[src/rtl/fifo_cmd_dispatch.sv]
// fifo_cmd_dispatch
// Read-side consumer of the dual-clock command FIFO. Pops one 57-bit word,
// decodes it as {rnw, addr, data}, and issues it as a single register-bus
// read or write. It then waits for reg_ack or a timeout. Read results are
// returned on rsp_data with a one-cycle rsp_valid pulse. Everything runs in
// the FIFO read-clock domain.

module fifo_cmd_dispatch #(
  parameter int unsigned DW      = 57,
  parameter int unsigned AW      = 24,
  parameter int unsigned TIMEOUT = 255,
  parameter int unsigned CW      = 16
) (
  input  logic          clock,
  input  logic          reset,
  input  logic          enable,
  input  logic [DW-1:0] fifo_q,
  input  logic          fifo_rdempty,
  output logic          fifo_rdreq,
  output logic [AW-1:0] reg_addr,
  output logic [31:0]   reg_wdata,
  output logic          reg_we,
  output logic          reg_re,
  input  logic          reg_ack,
  input  logic [31:0]   reg_rdata,
  output logic [31:0]   rsp_data,
  output logic          rsp_valid,
  output logic [CW-1:0] timeout_cnt,
  output logic          busy
);

  // The wait counter only has to reach TIMEOUT-1. The final ACCESS cycle
  // is the one in which the counter holds that value.
  localparam int unsigned WW = (TIMEOUT < 2) ? 1 : $clog2(TIMEOUT + 1);
  localparam logic [WW-1:0] WAIT_LAST = WW'(TIMEOUT - 1);
  localparam logic [CW-1:0] CNT_MAX   = {CW{1'b1}};

  // Field positions inside a FIFO word: {rnw, addr, data}.
  localparam int unsigned RNW_BIT = DW - 1;
  localparam int unsigned ADDR_LO = 32;

  typedef enum logic [1:0] {
    st_idle   = 2'd0,
    st_pop    = 2'd1,
    st_latch  = 2'd2,
    st_access = 2'd3
  } state_t;

  state_t        state_r;
  logic          rnw_r;
  logic [WW-1:0] wait_r;

  // Dispatch FSM: pop, latch, one bus access, then back to idle. All
  // outputs are registered here.
  always_ff @(posedge clock or posedge reset) begin
    if (reset) begin
      state_r     <= st_idle;
      rnw_r       <= 1'b0;
      wait_r      <= {WW{1'b0}};
      fifo_rdreq  <= 1'b0;
      reg_addr    <= {AW{1'b0}};
      reg_wdata   <= 32'h0000_0000;
      reg_we      <= 1'b0;
      reg_re      <= 1'b0;
      rsp_data    <= 32'h0000_0000;
      rsp_valid   <= 1'b0;
      timeout_cnt <= {CW{1'b0}};
      busy        <= 1'b0;
    end else begin
      // Single-cycle pulses fall back to 0 unless a state re-asserts them.
      fifo_rdreq <= 1'b0;
      rsp_valid  <= 1'b0;

      case (state_r)
        st_idle: begin
          // enable is only looked at here. An access in flight always
          // runs to completion.
          if (enable && !fifo_rdempty) begin
            fifo_rdreq <= 1'b1;
            busy       <= 1'b1;
            state_r    <= st_pop;
          end else begin
            busy       <= 1'b0;
            state_r    <= st_idle;
          end
        end

        st_pop: begin
          // The FIFO is in normal (non show-ahead) mode. fifo_q becomes
          // valid in the cycle after the rdreq pulse.
          busy    <= 1'b1;
          state_r <= st_latch;
        end

        st_latch: begin
          rnw_r     <= fifo_q[RNW_BIT];
          reg_addr  <= fifo_q[RNW_BIT-1:ADDR_LO];
          reg_wdata <= fifo_q[31:0];
          // Exactly one strobe is raised, selected by the rnw bit.
          reg_re    <= fifo_q[RNW_BIT];
          reg_we    <= ~fifo_q[RNW_BIT];
          wait_r    <= {WW{1'b0}};
          busy      <= 1'b1;
          state_r   <= st_access;
        end

        st_access: begin
          if (reg_ack) begin
            // An ack takes priority over a timeout that expires in the
            // same cycle.
            reg_we  <= 1'b0;
            reg_re  <= 1'b0;
            busy    <= 1'b0;
            state_r <= st_idle;
            if (rnw_r) begin
              rsp_data  <= reg_rdata;
              rsp_valid <= 1'b1;
            end else begin
              rsp_valid <= 1'b0;
            end
          end else if (wait_r == WAIT_LAST) begin
            // The access is abandoned. No response is produced, and the
            // event counter saturates.
            reg_we  <= 1'b0;
            reg_re  <= 1'b0;
            busy    <= 1'b0;
            state_r <= st_idle;
            if (timeout_cnt != CNT_MAX) begin
              timeout_cnt <= timeout_cnt + CW'(1'b1);
            end else begin
              timeout_cnt <= timeout_cnt;
            end
          end else begin
            wait_r  <= wait_r + WW'(1'b1);
            busy    <= 1'b1;
            state_r <= st_access;
          end
        end

        default: begin
          // An unreachable encoding recovers to a safe idle with the
          // strobes dropped.
          reg_we  <= 1'b0;
          reg_re  <= 1'b0;
          busy    <= 1'b0;
          state_r <= st_idle;
        end
      endcase
    end
  end

endmodule

[config.mk]
export PLATFORM = sky130hd
export DESIGN_NAME = fifo_cmd_dispatch
export DESIGN_NICKNAME = d
export VERILOG_FILES = /design/src/rtl/fifo_cmd_dispatch.sv
export SDC_FILE = /design/constraint.sdc
export NUM_CORES = 1
export LEC_CHECK = 0
export ABC_AREA = 1
export CORE_AREA = 2 2 136 138
export CTS_CLUSTER_DIAMETER = 60
export CTS_CLUSTER_SIZE = 10
export DETAILED_ROUTE_END_ITERATION = 6
export DIE_AREA = 0 0 138 140
export PLACE_DENSITY = 0.65
export SYNTH_ARGS = -nofsm -noshare
export SYNTH_HDL_FRONTEND = slang
export SYNTH_SLANG_ARGS = --single-unit
export TNS_END_PERCENT = 1
[constraint.sdc]
create_clock -name clock -period 3.93 [get_ports clock]
set_input_delay 0.786 -clock clock [delete_from_list [all_inputs] [get_ports clock]]
set_output_delay 0.786 -clock clock [all_outputs]
set_load 0.01 [all_outputs]
==> impl.org, run 1 <==
** Run
- Across the run, the number of max-cap violations was 0.

** Timing
- The routed design could run at a clock period as short as 2.27 ns.
- Count of final max-slew check failures :: 0
- Post-route setup TNS :: 0 ns
- Headroom to the max-slew limit :: 33.4%
- Worst Clk Skew :: 0.00733 ns
- Hold Vio Cnt, Final :: 0
- Max Clock Freq :: 441 MHz
- After layout, the worst path uses 57.6% of the clock period.
- For the pin with the worst max-slew slack, the measured transition is 0.998 ns.
- Final number of setup-violating endpoints :: 0
- Unrepaired setup endpoints after global routing :: no
- Post-route setup slack :: 1.66 ns

** Yosys
- Number of enable flip-flop cells after synthesis :: 0
- Number of nets in the synthesized netlist :: 726
- Number of warnings issued by yosys :: 0
- Sorting the synthesized cells by area gives the leading types as sky130_fd_sc_hd__dfrtp_1 (57%), sky130_fd_sc_hd__nand2_1 (25%), sky130_fd_sc_hd__nand3_1 (1.8%), sky130_fd_sc_hd__ha_1 (1.7%), sky130_fd_sc_hd__nand2_2 (1.7%).
- After synthesis, the share of flip-flops with an asynchronous set or reset is 100%.
- After synthesis, the netlist uses 28 different library cells.
- Sequential cells were found to cover 57.4% of the synthesized design area.
- Counting flops and latches in the post-synthesis netlist gives 120.
- Yosys instantiated no cell more often than sky130_fd_sc_hd__nand2_1.
- Post-Synthesis Cells :: 625
- Library cell with the largest summed area after synthesis :: sky130_fd_sc_hd__dfrtp_1
- Average footprint of a synthesized cell :: 8.37 µm²
- Top cell type's share of synthesized area :: 57.4%
- Synthesized cell area :: 5230 µm²
- Synth cell count leaders :: sky130_fd_sc_hd__nand2_1 (354), sky130_fd_sc_hd__dfrtp_1 (120), sky130_fd_sc_hd__inv_1 (22)
- Synth Flop Type :: sky130_fd_sc_hd__dfrtp_1

** GRT
- Global-route wire length before repair :: 23100 µm
- Entering global routing, the biggest net connects 121 pins.
- Antenna violations before repair :: 0
- Overall track demand over capacity in global routing :: 14.8%
- Via count of the first global-routing pass :: 4554
- For this run the aggregate overflow at the end of global routing stands at 0.

** Min path
- In this run the most critical hold path is launched from reg_addr[19]$_DFFE_PP0P_.
- Class of the tightest hold or removal check :: flop to flop
- Number of cells traversed by the worst hold path :: 2

** Detailed routing
- The count of nets left with antenna violations once routing finished came out at 0.
- Post-route DRC :: 0
- After detailed routing, the average wire length per cell comes to 13.0 µm.
- Vias per Instance :: 4.35
- Number of DRC markers after the initial detailed-route iteration :: 242
- The first TritonRoute pass finished after 4 iterations.
- Vias :: 4655
- The routed design has 13900 µm of wire.

** Worst setup path
- Critical R2R Launch :: state_r[1]$_DFF_PP0_
- In this run the worst setup path begins at timeout_cnt[2]$_DFFE_PP0P_.
- For the worst setup path, the data arrival time is 1.48 ns.
- Critical path class :: flop to output port
- The cell family contributing the most delay on the critical path is buffers and inverters.
- Together, buffers and inverters on the worst path number 1.
- STA puts the critical path data required time at 3.14 ns.
- Among all stages on the critical path, the largest delay is contributed by sky130_fd_sc_hd__clkdlybuf4s50_1.
- Worst reg2reg path depth :: 7
- The worst setup path is captured at an output port.
- CP cell instances :: clkdlybuf4s50_1
- Crit start category :: flop
- Crit-path max cell delay :: 0.59 ns
- In this run the worst path has a maximum fanout of 7.
- In this run the number of cells on the critical path is 1.

** Power and ir drop
- Combinational fraction of design power :: 36.3%
- In this run switching power makes up 32.4% of total power.
- IR analysis of the VDD net gives a maximum drop of 366 µV.
- The internal power of the cells totals 3.87 mW.
- Sequential share of power :: 34.4%
- Per report_power, the clock group accounts for 29.4% of the total.
- The completed layout was analyzed and its total power is 5.72 mW.
- Power density over the cells :: 705 nW/µm²
- Net Sw Power :: 1.85 mW
- In this run the static leakage power is 3.88 nW.

** Floorplan
- Count of standard-cell rows :: 49
- Num ports :: 203
- The floorplan step defined a die boundary enclosing 19300 µm².
- For this configuration, the core starts out at a cell density of 29.4%.
- Horizontal extent of the die :: 138 µm
- The die is 140 µm tall.
- The core region is 17800 µm².

** Final layout
- Total area of multi-input combinational cells :: 2030 µm²
- Fill cells in the final layout number 1730.
- Sequential cell area in the final layout :: 3000 µm²
- Synth-to-Final Area Change :: 55.2%
- The count of cells in the finished layout, fillers not included, comes to 1071.
- Diode insertion count for antenna repair :: 0
- The post-route netlist has 7.84% of its cells at a drive strength greater than 1.
- After the last flow step, the layout net total stands at 930.

** Placement
- Final Wtd Congestion :: 0.774
- # placed instances :: 1039
- The count of buffers added on input and output ports is 202.
- DPL Wire Length :: 9340 µm
- At the placement stage, the worst setup path has a slack of 1.38 ns.

** CTS
- For the worst-skew pair, the clock arrives at the later sink with an insertion delay of 0.41 ns.
- After clock tree synthesis, the repair step resized 0 gates.
- Clock tree from TritonCTS :: built
- Hold repair after CTS inserted 0 buffers.
- CTS built an H-tree with a depth of 4.
- Clock tree buffer depth :: 2
- The number of clock buffers added by TritonCTS is 17.
- Clock-pin slew on the worst setup and hold paths :: 0.06 ns
- Root cell of the clock tree :: sky130_fd_sc_hd__clkbuf_16
- Post-CTS setup buffer count :: 0
- Number of clock sinks :: 120

** Run status
- Outcome :: complete, no violations
per-stage QoR:
step / hold slack [ns] / area [µm²] / util [%]
after detailed placement: 0.457 / 7480 / 42.1
after global routing: 0.488 / 8120 / 45.6
after CTS: 0.472 / 8120 / 45.6
final: 0.465 / 8120 / 45.6
after floorplan: 0.471 / 5230 / -
after global placement: 0.452 / 7480 / 42.1
cells by family after synthesis:
logic type	Yosys count	synth area share, %
AND/OR/NAND/NOR	427	34.0
XOR/XNOR	8	1.34
buffers and inverters	46	3.85
AO/OA/AOI/OAI	17	1.72
adder cells (fa/ha/maj)	7	1.67
flip-flops	120	57.4
final timing paths:
kind,endpoint,slack (ns)
max in group asynchronous,timeout_cnt[14]$_DFFE_PP0P_,2.45
min reg2reg,reg_addr[19]$_DFFE_PP0P_,0.47
max,timeout_cnt[2],1.66
max reg2reg,rsp_data[9]$_DFFE_PP0P_,1.83
min,reg_addr[19]$_DFFE_PP0P_,0.47
min in group asynchronous,timeout_cnt[1]$_DFFE_PP0P_,0.87
placed cells by master (no fill, tap or decap), types with 2 or more instances in the layout:
cell type / instances
sky130_fd_sc_hd__buf_4: 2
sky130_fd_sc_hd__nand3b_1: 2
sky130_fd_sc_hd__nand4_1: 5
sky130_fd_sc_hd__xor2_1: 4
sky130_fd_sc_hd__dfrtp_1: 120
sky130_fd_sc_hd__nor2_1: 21
sky130_fd_sc_hd__clkinv_4: 4
sky130_fd_sc_hd__nor3b_1: 2
sky130_fd_sc_hd__inv_1: 20
sky130_fd_sc_hd__nand2_4: 2
sky130_fd_sc_hd__bufinv_16: 4
sky130_fd_sc_hd__nor3_4: 2
sky130_fd_sc_hd__clkbuf_16: 17
sky130_fd_sc_hd__nand2_1: 354
sky130_fd_sc_hd__clkdlybuf4s50_1: 202
sky130_fd_sc_hd__nand3_1: 19
sky130_fd_sc_hd__nand2_2: 14
sky130_fd_sc_hd__ha_1: 6
sky130_fd_sc_hd__xnor2_1: 4
sky130_fd_sc_hd__nor2_4: 3
sky130_fd_sc_hd__clkinvlp_4: 5
sky130_fd_sc_hd__o21ai_0: 14
sky130_fd_sc_hd__inv_2: 4
flip-flops by register name, indices dropped and copies added, names as in the netlist, 2 cells and up:
| register | count |
|---|---|
| reg_wdata | 32 |
| rsp_data | 32 |
| reg_addr | 24 |
| timeout_cnt | 16 |
| wait_r | 8 |
| state_r | 2 |
power groups by stage:
stage,logic [mW],registers (mW),clock network (mW)
5_1_grt,2.30,2.03,1.79
3_3_place_gp,2.08,1.97,0
4_1_cts,2.12,1.97,1.73
6_report,2.08,1.97,1.68
2_1_floorplan,0.687,2.17,0
3_5_place_dp,2.11,1.98,0
area by class of cell:
class	instances	area share, %
Clock buffer	18	5.41
Multi-Input combinational cell	459	25.0
Timing Repair Buffer	205	25.3
Tap cell	229	3.53
Sequential cell	120	37.0
Clock inverter	14	2.45
Inverter	26	1.28
metal layers:
metal | track usage, % | vias to the layer above | routed length [µm]
met4 | 4.35 | 0 | 181
li1 | - | 2329 | -
met3 | 6.74 | 11 | 1260
met1 | 18.9 | 2147 | 6260
met5 | 0 | - | 0
met2 | 22.5 | 168 | 6200
worst register-to-register path, stage by stage, from the launching register on:
cell and delay (ns):
sky130_fd_sc_hd__dfrtp_1 0.41, sky130_fd_sc_hd__ha_1 0.38, sky130_fd_sc_hd__inv_4 0.12, sky130_fd_sc_hd__nor3_4 0.19
sky130_fd_sc_hd__buf_4 0.35, sky130_fd_sc_hd__inv_2 0.34, sky130_fd_sc_hd__nand2_1 0.16, sky130_fd_sc_hd__nand2_1 0.06
Note: power is estimated with default switching activity, not from simulation.
==> run 2: changes to the inputs <==
- PLACE_DENSITY: 0.65 -> 0.63
- clock period: 3.93 -> 2.1 ns (I/O delays scaled with it)
==> run 2 against run 1 <==
Against the previous run: clock power up 68%; total power is 83% higher; sequential cell count did not move; worst setup slack worse by 1.5 ns; combinational power is 91% higher; critical endpoint is now timeout_cnt[0]; largest cell class unchanged; largest power group unchanged.
==> impl.org, run 2 (synthesis gave the netlist of run 1 again) <==
** Detailed routing
- WL final :: 14200 µm
- Before antenna repair, the detailed router went through 5 iterations.
- Remaining antenna violation count after routing :: 0
- Vias :: 4634
- Dividing the detail-routed wire length by the instance count gives 13.2 µm.
- Vias per Instance :: 4.31
- Number of DRC markers after the initial detailed-route iteration :: 188
- In the routed design, unresolved DRC markers number 0.

** Timing
- The final max-slew violation count is 0.
- Post-route setup TNS :: 0 ns
- For the final database, setup skew stands at 0.0131 ns.
- Headroom to the max-slew limit :: 63.1%
- Final number of setup-violating endpoints :: 0
- The worst path in the final design needs a cycle of 1.90 ns, including I/O delays and setup.
- Timing would allow up to 526 MHz.
- Hold Vio Cnt, Final :: 0
- Final worst path period share :: 90.6%
- For the pin with the worst max-slew slack, the measured transition is 0.553 ns.
- Unrepaired setup endpoints after global routing :: no

** Floorplan
- Die boundary height :: 140 µm
- From left edge to right edge, the die measures 138 µm.
- The die covers 19300 µm².
- Pin placement for this block handled 203 I/O pins.
- The region available for standard cell placement spans 17800 µm².
- After floorplanning, the core was divided into 49 placement rows.
- Once the floorplan was initialized, standard cells occupied 29.4% of the core.

** Final layout
- Synth-to-Final Area Change :: 55.1%
- Registers take 3000 µm².
- Final Non-Filler Cells :: 1074
- The repair_antennas step left the layout with diodes totalling 0.
- Leaving out fill and tap cells, the most frequent cell in the layout is sky130_fd_sc_hd__nand2_1.
- In the layout the commonest cells are sky130_fd_sc_hd__nand2_1 (354), sky130_fd_sc_hd__clkdlybuf4s50_1 (202), sky130_fd_sc_hd__dfrtp_1 (120).
- Share of layout cells above drive strength 1 :: 8.05%
- The largest registers in the layout are reg_wdata (32), rsp_data (32), reg_addr (24).
- Total area of multi-input combinational cells :: 2030 µm²
- Final #Nets :: 935
- Fill cells in the final layout number 1736.

** Worst setup path
- Crit-path max cell delay :: 0.59 ns
- Critical path class :: flop to output port
- STA classifies the critical path startpoint as a flop.
- Required time worst endpoint :: 1.68 ns
- Arrival time of data at the critical path endpoint :: 1.48 ns
- CP cell instances :: clkdlybuf4s50_1
- On the critical path, the stage with the largest delay is an instance of sky130_fd_sc_hd__clkdlybuf4s50_1.
- Together, buffers and inverters on the worst path number 1.
- Of all nets on the critical path, the largest fanout is 7.
- The worst setup path is captured at an output port.
- Among cell families on the critical path, the largest total delay comes from buffers and inverters.

** CTS
- The root buffer cell chosen for the clock tree is sky130_fd_sc_hd__clkbuf_16.
- Post-CTS setup buffer count :: 0
- Number of clock sinks :: 120
- Clock tree buffer depth :: 2
- Clock buffers created by TritonCTS :: 17
- After clock tree synthesis, the clock-pin slew on the worst setup and hold paths is 0.05 ns.
- Clock latency reported for the late side of the worst-skew pair :: 0.41 ns
- Clock tree from TritonCTS :: built
- CTS HTree Levels :: 4
- Buffers inserted to repair hold after CTS numbered 0.
- Cells resized by post-CTS repair :: 0

** Run status
- The flow ran to the end, and the final reports show no timing, DRC or antenna violations.

** Power and ir drop
- In this run the power density over the cells is 1290 nW/µm².
- In this run the static leakage power is 3.90 nW.
- Worst supply voltage drop on vdd :: 637 µV

** GRT
- The via count of the first global-routing pass is 4468.
- Antenna violations before repair :: 0
- Total gr overflow :: 0
- Maximum number of pins on one net before global-route repair :: 57
- Global-route wire length before repair :: 23400 µm
- Global routing used 15.2% of the available tracks.

** Min path
- Class of the tightest hold or removal check :: primary input to asynchronous set/reset pin

** Run
- Max-cap violation count :: 0

** Placement
- # placed instances :: 1044
- DPL Wire Length :: 10000 µm
- Port Buffer Count :: 202
- At the end of routability-driven placement, the weighted congestion stood at 0.764.
run 2: cell types whose count changed in the layout (fill, tap and decap cells not counted), sizes merged:
| cell | before | now |
|---|---|---|
| inv | 26 | 25 |
| buf | 3 | 8 |
| clkinvlp | 5 | 3 |
| bufinv | 4 | 2 |
| clkbuf | 18 | 21 |
run 2: path summary, 6_finish.rpt:
| path | endpoint | slack (ns) | start | cells after the start |
|---|---|---|---|---|
| worst max-delay path | timeout_cnt[0] | 0.20 | timeout_cnt[0]$_DFFE_PP0P_ | 1 |
| worst min-delay path | timeout_cnt[7]$_DFFE_PP0P_ | 0.37 | reset | 2 |
| worst max register to register | timeout_cnt[15]$_DFFE_PP0P_ | 0.35 | timeout_cnt[0]$_DFFE_PP0P_ | 9 |
| worst min register to register | reg_wdata[26]$_DFFE_PP0P_ | 0.46 | reg_wdata[26]$_DFFE_PP0P_ | 2 |
| max in group asynchronous | reg_wdata[7]$_DFFE_PP0P_ | 1.12 | reset | 3 |
| min in group clock | reg_wdata[26]$_DFFE_PP0P_ | 0.46 | reg_wdata[26]$_DFFE_PP0P_ | 2 |
run 2: where the power goes:
group / internal, mW / total (mW) / leakage [nW] / switching, mW
clock network: 1.81 / 2.83 / 0.280 / 1.02
logic: 2.07 / 3.97 / 2.09 / 1.90
registers: 3.20 / 3.69 / 1.53 / 0.482
total: 7.09 / 10.5 / 3.90 / 3.40
run 2: final cells by class:
type	count	share of cell area [%]
clock buffers	21	5.80
clock inverters	9	1.23
flip-flops and latches	120	37.0
multi-input cells	459	25.0
repair buffers	210	26.1
well taps	229	3.53
inverters	26	1.28
run 2: layer usage:
layer / global-route usage, % / routed length [µm]
met1: 20.1 / 6500
met2: 21.7 / 6010
met3: 6.63 / 1380
met4: 6.28 / 339
met5: 0 / 0
run 2: per-stage QoR:
step | hold slack [ns] | instance area (µm²) | total power [mW] | worst slack [ns] | utilization [%]
2_1_floorplan | 0.471 | 5230 | 5.36 | 0.211 | -
3_3_place_gp | 0.452 | 7540 | 7.69 | 0.255 | 42.4
3_5_place_dp | 0.457 | 7540 | 7.74 | 0.249 | 42.4
4_1_cts | 0.345 | 8110 | 10.7 | 0.178 | 45.6
5_1_grt | 0.378 | 8110 | 11.2 | 0.147 | 45.6
6_report | 0.369 | 8110 | 10.5 | 0.198 | 45.6
==> patch, RTL diff (flow settings as in run 2) <==
The parameter `TIMEOUT` goes from 255 to 510.
--- a/src/rtl/fifo_cmd_dispatch.sv
+++ b/src/rtl/fifo_cmd_dispatch.sv
@@ -9,5 +9,5 @@
   parameter int unsigned DW      = 57,
   parameter int unsigned AW      = 24,
-  parameter int unsigned TIMEOUT = 255,
+  parameter int unsigned TIMEOUT = 510,
   parameter int unsigned CW      = 16
 ) (
Formal check against the unedited RTL: no difference found for any inputs over 10 cycles, from zero or initial values and one cycle with reset high; that may be too few to reach the edited logic, so the function may still have changed.
==> patch against run 2 <==
- largest cell class unchanged
- sequential cell count rose by 1
- worst hold slack got worse by 20 ps
- worst setup slack improved by 5.5 ps
- count of clock-buffer cells in the layout increased by 2
- critical path depth unchanged
- design area up 1.3%
- largest power group unchanged
- area after synthesis barely moved
- wire length grew 0.18%
- total power rose by 0.74%
==> patch: results (changes against run 2) <==
* Maximum VDD drop at 729.7 uV (+15%)
* Via density at 4.269 (-1.1%)
* First drt pass iteration count at 4 (-1)
* Post-Synth Adder-Cell Area at 1.675% (about the same)
* Initial DRC Count at 214 (+14%)
* Post-Synth XOR/XNOR Area at 2.010% (+0.67 points)
* Number of global-route vias before repair at 4,633 (+3.7%)
* Dpl cell area at 0.007637 mm2 (+1.3%)
* Mapped Nets at 734 (+1.1%)
* Placed wire-length estimate at 10.17 mm (+1.4%)
* Post-Route Skew at 3.889 ps (-9.227 ps)
* Synth top area cells: dfrtp_1 (58%), nand2_1 (26%), inv_1 (2.2%), nand3_1 (1.7%), ha_1 (1.7%)
* Global-route wire length before repair at 23.68 mm (+1.4%)
* Layout cell share with drive strength beyond 1 at 7.334% (-0.71 points)
* Largest net degree at the start of global routing at 58 (+1.8%)
* Nets at 949 (+1.5%)
* Final WL at 14.25 mm (+0.18%)
* CTS Buf Count at 17 (unchanged)
* Top cells by count, synth: nand2_1 (366), dfrtp_1 (121), inv_1 (30)
* Max_slew headroom at 63.94% (+0.87 points)
* Status: complete, no violations
* Clk root buf: clkbuf_16
* Complex-gate fraction of the synthesized area at 1.340% (-0.38 points)
* Seq/Total Area, Yosys at 57.89% (+0.46 points)
* Cell variety after synth at 29 (+3.6%)
* Mux cell area share after synthesis at 0% (unchanged)
* Fillers at 1,773 (+2.1%)
* Routability Congestion at 0.7738 (+1.3%)
* Largest stage delay, worst path at 590 ps (about the same)
* Leak Pwr at 3.988 nW (+2.2%)
* Total GRT Usage at 15.31% (+0.15 points)
patch: changes by cell type in the layout (fill, tap and decap cells not counted), sizes merged, moves of 2 or more:
cell and change:
o21ai -7, buf +7, xor2 +3, o22ai +4, inv +7, clkbuf +2, clkinv -3
patch: per-layer routing:
metal,vias to the layer above,share of wire (%),track usage (%)
li1,2354,-,-
met1,2101,45,19.35
met2,169,44,23.14
met3,21,9.1,6.598
met4,0,2.3,6.230
met5,-,0,0
patch: worst paths after layout:
check | cells after the start | from | end | slack [ps]
max | 1 | timeout_cnt[0] | timeout_cnt[0] | 200
min | 2 | reset | timeout_cnt[14] | 350
max reg2reg | 9 | timeout_cnt[0] | timeout_cnt[12] | 340
min reg2reg | 2 | reg_wdata[9] | reg_wdata[9] | 460
max in group asynchronous | 4 | reset | reg_wdata[7] | 1150
min in group clock | 2 | reg_wdata[9] | reg_wdata[9] | 460
patch: kinds of logic (layout without fill, tap and decap cells):
logic type	Yosys count	after routing
and+or+nand+nor	426	426
DFF	121	121
buffers and inverters	54	280
AOI/OAI and AO/OA	13	13
xor gates and xnor gates	12	12
adders and majority gates	7	7
patch: final cells by class:
cell class	instances	area share (%)
inverters	33	1.553
flip-flops and latches	121	36.85
clock buffers	23	5.938
repair buffers	217	26.89
well taps	229	3.487
multi-input cells	458	24.16
clock inverters	7	1.127
patch: power by group:
group / switching (mW) / internal (mW)
combinational: 1.89 / 2.09
sequential: 0.489 / 3.23
clock: 1.01 / 1.85
patch: metrics by stage:
step	total power, mW	hold slack, ps	util [%]	cells	setup slack [ps]
2_1_floorplan	5.402	486.2	-	633	196.7
5_1_grt	11.32	384.4	46.22	1088	143.7
3_3_place_gp	7.753	452.6	42.96	1058	224.5
3_5_place_dp	7.795	457.9	42.96	1058	171.1
6_report	10.57	348.8	46.22	1088	203.0
4_1_cts	10.76	341.2	46.22	1088	162.7
